===== config.mk =====
export PLATFORM = sky130hd
export DESIGN_NAME = caf_lag_ctrl
export DESIGN_NICKNAME = d
export VERILOG_FILES = /design/src/rtl/caf_lag_ctrl.sv
export SDC_FILE = /design/constraint.sdc
export NUM_CORES = 1
export LEC_CHECK = 0
export BUFFER_PORTS_ARGS = -buffer_cell sky130_fd_sc_hd__buf_2
export CORE_UTILIZATION = 50
export CTS_CLUSTER_DIAMETER = 150
export DETAILED_ROUTE_END_ITERATION = 10
export HOLD_SLACK_MARGIN = 0.12
export PLACE_DENSITY = 0.75
export SYNTH_ARGS = -nofsm -noshare
export SYNTH_HDL_FRONTEND = slang
export SYNTH_SLANG_ARGS = --single-unit

===== constraint.sdc =====
create_clock -name clk -period 2.2 [get_ports clk]
set_input_delay 0.44 -clock clk [delete_from_list [all_inputs] [get_ports clk]]
set_output_delay 0.44 -clock clk [all_outputs]
set_load 0.02 [all_outputs]

===== src/rtl/caf_lag_ctrl.sv =====
// caf_lag_ctrl: sweeps a lag index, handing each lag to the x/y window and
// dot-product logic and tracking the lag whose |i|+|q| product is largest.
//
// state  | meaning
// IDLE   | waiting for start; peak results from the last sweep are held
// ISSUE  | one-cycle x/y window valid pulse for the current lag
// WAIT   | waiting for the dot-product result, bounded by timeout cycles
// CMP    | update peak with the registered magnitude, step the lag or finish
// DONE   | one-cycle done pulse, then back to IDLE
module caf_lag_ctrl #(
  parameter int i_bits   = 24,
  parameter int q_bits   = 24,
  parameter int lag_bits = 8,
  parameter int max_lag  = 15,
  parameter int timeout  = 64,
  localparam int mag_bits = ((i_bits > q_bits) ? i_bits : q_bits) + 1
) (
  input  logic                clk,
  input  logic                rst_n,
  input  logic                start,
  input  logic                abort,
  output logic [lag_bits-1:0] lag,
  output logic                m_axis_x_tvalid,
  output logic                m_axis_y_tvalid,
  output logic                m_axis_product_tready,
  input  logic                s_axis_product_tvalid,
  input  logic [i_bits-1:0]   i,
  input  logic [q_bits-1:0]   q,
  output logic                busy,
  output logic                done,
  output logic                timeout_err,
  output logic [lag_bits-1:0] peak_lag,
  output logic [mag_bits-1:0] peak_mag
);

  localparam int cnt_bits = $clog2(timeout + 1);
  localparam logic [cnt_bits-1:0] CNT_LAST = cnt_bits'(timeout - 1);
  localparam logic [lag_bits-1:0] LAG_LAST = lag_bits'(max_lag);

  typedef enum logic [2:0] {
    S_IDLE,
    S_ISSUE,
    S_WAIT,
    S_CMP,
    S_DONE
  } state_t;

  state_t              r_state;
  logic [lag_bits-1:0] r_lag;
  logic                r_xy_valid;
  logic                r_tready;
  logic                r_busy;
  logic                r_done;
  logic                r_timeout_err;
  logic [lag_bits-1:0] r_peak_lag;
  logic [mag_bits-1:0] r_peak_mag;
  logic [mag_bits-1:0] r_mag;
  logic [cnt_bits-1:0] r_wait_cnt;

  logic [i_bits-1:0]   w_abs_i;
  logic [q_bits-1:0]   w_abs_q;
  logic [mag_bits-1:0] w_mag;

  // Two's-complement negate as unsigned: the most negative input maps to
  // exactly 2^(bits-1), which still fits in the unsigned width.
  assign w_abs_i = i[i_bits-1] ? (~i + {{(i_bits-1){1'b0}}, 1'b1}) : i;
  assign w_abs_q = q[q_bits-1] ? (~q + {{(q_bits-1){1'b0}}, 1'b1}) : q;
  assign w_mag   = {{(mag_bits-i_bits){1'b0}}, w_abs_i}
                 + {{(mag_bits-q_bits){1'b0}}, w_abs_q};

  // Sweep sequencer with all outputs registered.
  always_ff @(posedge clk or negedge rst_n) begin
    if (!rst_n) begin
      r_state       <= S_IDLE;
      r_lag         <= '0;
      r_xy_valid    <= 1'b0;
      r_tready      <= 1'b0;
      r_busy        <= 1'b0;
      r_done        <= 1'b0;
      r_timeout_err <= 1'b0;
      r_peak_lag    <= '0;
      r_peak_mag    <= '0;
      r_mag         <= '0;
      r_wait_cnt    <= '0;
    end else if (abort && (r_state != S_IDLE)) begin
      // Cancel drops handshakes immediately but keeps peak results.
      r_state    <= S_IDLE;
      r_xy_valid <= 1'b0;
      r_tready   <= 1'b0;
      r_busy     <= 1'b0;
      r_done     <= 1'b0;
    end else begin
      case (r_state)
        S_IDLE: begin
          r_done <= 1'b0;
          if (start && !abort) begin
            r_state       <= S_ISSUE;
            r_lag         <= '0;
            r_peak_lag    <= '0;
            r_peak_mag    <= '0;
            r_timeout_err <= 1'b0;
            r_xy_valid    <= 1'b1;
            r_tready      <= 1'b1;
            r_busy        <= 1'b1;
          end
        end
        S_ISSUE: begin
          r_xy_valid <= 1'b0;
          r_wait_cnt <= '0;
          r_state    <= S_WAIT;
        end
        S_WAIT: begin
          if (s_axis_product_tvalid) begin
            r_mag   <= w_mag;
            r_state <= S_CMP;
          end else if (r_wait_cnt == CNT_LAST) begin
            r_timeout_err <= 1'b1;
            r_tready      <= 1'b0;
            r_done        <= 1'b1;
            r_state       <= S_DONE;
          end else begin
            r_wait_cnt <= r_wait_cnt + cnt_bits'(1);
          end
        end
        S_CMP: begin
          // Strict compare so ties keep the earliest lag; lag 0 always seeds.
          if ((r_mag > r_peak_mag) || (r_lag == '0)) begin
            r_peak_mag <= r_mag;
            r_peak_lag <= r_lag;
          end
          if (r_lag == LAG_LAST) begin
            r_tready <= 1'b0;
            r_done   <= 1'b1;
            r_state  <= S_DONE;
          end else begin
            r_lag      <= r_lag + lag_bits'(1);
            r_xy_valid <= 1'b1;
            r_state    <= S_ISSUE;
          end
        end
        S_DONE: begin
          r_done  <= 1'b0;
          r_busy  <= 1'b0;
          r_state <= S_IDLE;
        end
        default: begin
          r_state    <= S_IDLE;
          r_xy_valid <= 1'b0;
          r_tready   <= 1'b0;
          r_busy     <= 1'b0;
          r_done     <= 1'b0;
        end
      endcase
    end
  end

  assign lag                   = r_lag;
  assign m_axis_x_tvalid       = r_xy_valid;
  assign m_axis_y_tvalid       = r_xy_valid;
  assign m_axis_product_tready = r_tready;
  assign busy                  = r_busy;
  assign done                  = r_done;
  assign timeout_err           = r_timeout_err;
  assign peak_lag              = r_peak_lag;
  assign peak_mag              = r_peak_mag;

endmodule

==> results.md <==
- Outcome: finished, violations left
- Failing checks: negative setup slack
- Critical Path Sink: r_mag[16]
- Layout Nets: 1,155
- RSZ-0062 raised after global routing: yes
- Asr flop ratio synth: 100%
- Slew HR: 58.0%
- Clock slew at reported path FFs: 0.06 ns
- Crit-path cells: buf_6 > or3_4 > nor3b_4 > nand2_2 > o21ai_0 > xnor2_1 > ha_1 > nand2_1 > o211ai_1 > o211ai_1 > buf_4 > a21oi_2 > buf_4 > a21o_1 > nand3_1
- Cell family with most CP delay: compound AO/OA/AOI/OAI gates
- Clock Root Buffer: clkbuf_16
- Routed vias/inst: 5.76
- Power after layout: 0.00769 W
- Setup crit start kind: primary input
- H-tree levels: 3
- PwrDens: 779 nW/um^2
- Max-Cap Viols: 0
- Total global-route track usage: 31.3%
- Worst reg2reg path startpoint: peak_mag[8]
- Detail Placement HPWL: 14.0 mm
- Clk_lat worst skew: 0.34 ns
- Main synth FF type: dfrtp_1
- Fin crit share: 141%
- Worst Path Max Fanout: 5
- 1st-iter DRT viols: 591
- Mapped Area: 6390 sq um
- Drt pass-1 iters: 5
- Layout Skew: 0.00721 ns
- Req. time, crit path: 2.41 ns
- Arrival time worst endpoint: 3.31 ns
- Area grow syn2layout: 54.4%
- Area share of the largest cell type after synthesis: 31.7%
- CTS tree: done
- Core region area: 12,200 sq um
- Sequential-to-total area share from yosys stat: 31.7%
- FP Rows: 40
- Post-synth top cells: nand2_1, dfrtp_1, ha_1, inv_1, xnor2_1
- Max Transition Viols Final: 0
- Pin count of the biggest net entering global routing: 44
- Post-Route WL: 21.7 mm
- Final hold vios: 0
- Hold_ws: 0.384 ns
- Initial antenna violation count: 0
- Period minus WS final: 3.10 ns
- Placed cell count: 1,173
- Syn Inst Count: 747
- Die area: 13,200 sq um
- Place WS: -1.30 ns
- Count leader, synth: nand2_1
- Leakage: 4.48 nW
- First-pass GRT wire length: 32.7 mm
- Synthesized area per cell: 8.56 sq um
- Syn. warnings: 0
- Top post-synthesis cells by area: dfrtp_1, ha_1, xnor2_1, nand2_1, mux2i_1
- Vias in the first global route: 6,978
- Number of flops mapped to enable cells by yosys: 0
- IO Port Bufs: 99
- Post-Layout Cell Count: 1,220
- Maximum vdd drop: 396 uV
- WP depth: 15
- DRC: 0
- Worst-Margin Slew: 0.628 ns
- Die Span Y: 115 um
- Routed len/inst: 17.8 um
- Post-synthesis cell type count: 69
- Crit Path Category: primary input to register
- #FFs+latches synth: 81
- Fmax: 323 MHz
- Worst Slack Setup Final: -0.900 ns
- Layout cells sized above 1: 46.4%
- CTS buffer count: 9
- Initial Utilization: 52.3%
- Critical path's slowest cell: or3_4
- CP startpoint: q[3]
- Final RePlAce weighted congestion: 0.908
- Routed Antenna Nets: 0
- Reg2reg setup slack: -0.69 ns
- Die Wd: 115 um
- Worst path bufs/invs: 3
- Min-Delay Path Class: primary input to register
- Clk buf depth: 2
- Vias: 7,027
- Ports: 100
- Worst r2r path cells: 9
- Fill cell count: 750
- Setup violations, final: 53
- Cell taking the most area after synthesis: dfrtp_1
- Clock sink total: 81
- Synthesized net count: 855
- Crit end category: register
- Final Core Density: 80.8%
- CP peak stage delay: 0.42 ns
- Overflow after GRT: 0
- Diode count: 0
- Worst r2r dst: peak_lag[6]
sequential cells by signal, summed over array words and instances (netlist names), 3 cells and up:
register and cells:
peak_mag 25, r_mag 25, lag 8, peak_lag 8, r_wait_cnt 7, r_state 3
final cells by class:
cell class	count	area, sq um	share of cell area [%]
Multi-Input combinational cell	586	4790	48.5
Timing Repair Buffer	315	2320	23.5
Sequential cell	81	2050	20.7
Clock buffer	9	225	2.28
Inverter	54	213	2.16
Tap cell	168	210	2.13
Clock inverter	7	71.3	0.723
worst min-delay path by stage:
stage | startpoint | end | slack, ns | cells after the start
2_1_floorplan | rst_n | busy | 0.14 | 0
3_3_place_gp | rst_n | peak_mag[2] | 0.44 | 1
3_5_place_dp | rst_n | r_mag[4] | 0.44 | 1
4_1_cts | abort | m_axis_product_tready | 0.37 | 2
5_1_grt | abort | m_axis_product_tready | 0.40 | 2
6_report | abort | m_axis_product_tready | 0.38 | 2
metrics by stage:
step / TNS, ns / cell area [sq um]
4_1_cts: -21.34 / 9520
2_1_floorplan: -16.17 / 6560
6_report: -34.53 / 9870
5_1_grt: -37.34 / 9870
3_3_place_gp: -27.48 / 8570
3_5_place_dp: -30.24 / 8570
metal layers:
layer | track usage [%] | part of all wire, %
met5 | 0 | 0
met4 | 16.2 | 4.8
met3 | 4.06 | 4.8
met2 | 56.5 | 51
met1 | 36.2 | 40
cells by family after synthesis:
logic type	after synthesis	share of synthesized area (%)
simple gates	252	19.3
mux	37	5.81
buf+inv	80	5.19
compound gates	179	18.5
xor+xnor	63	8.63
fa+ha+maj	55	10.9
flops	81	31.7
report_power, final:
part	internal, W	switching, W	total, W
clock network	0.000879	0.000622	0.00150
logic	0.00210	0.00210	0.00420
registers	0.00174	0.000249	0.00199
total	0.00472	0.00297	0.00769
worst reg2reg max path: stages, from the launching register on:
cell and delay [ns]:
dfrtp_2 0.41, inv_2 0.08, ha_4 0.22, a21oi_2 0.22, o21ai_1 0.19, a22o_1 0.29, or4_4 0.57, a211o_4 0.45
buf_12 0.18, mux2i_2 0.20
timing repair:
item,in CTS,in global routing
hold buffers,1,0
hold endpoints to repair,35,0
cloned,4,0
setup buffers,15,17
gates resized for setup,102,72
endpoints found under the setup margin,54,56
pin swaps,60,40
placed cells by master (no fill, tap or decap), types with 19 or more instances in the layout:
cell     netlist  routed
a21oi_1       42      29
buf_2          1      92
nand2_1      106      97
nor2_1        42      36
o21ai_1        1      20
buf_4          2     197
mux2i_1       36      31
xnor2_1       52      49
o21ai_0       47      20
nand3_1       21      19
ha_1          54      37
dfrtp_1       81      66
inv_1         54      35
No activity file was read; power rests on OpenSTA's default activity.
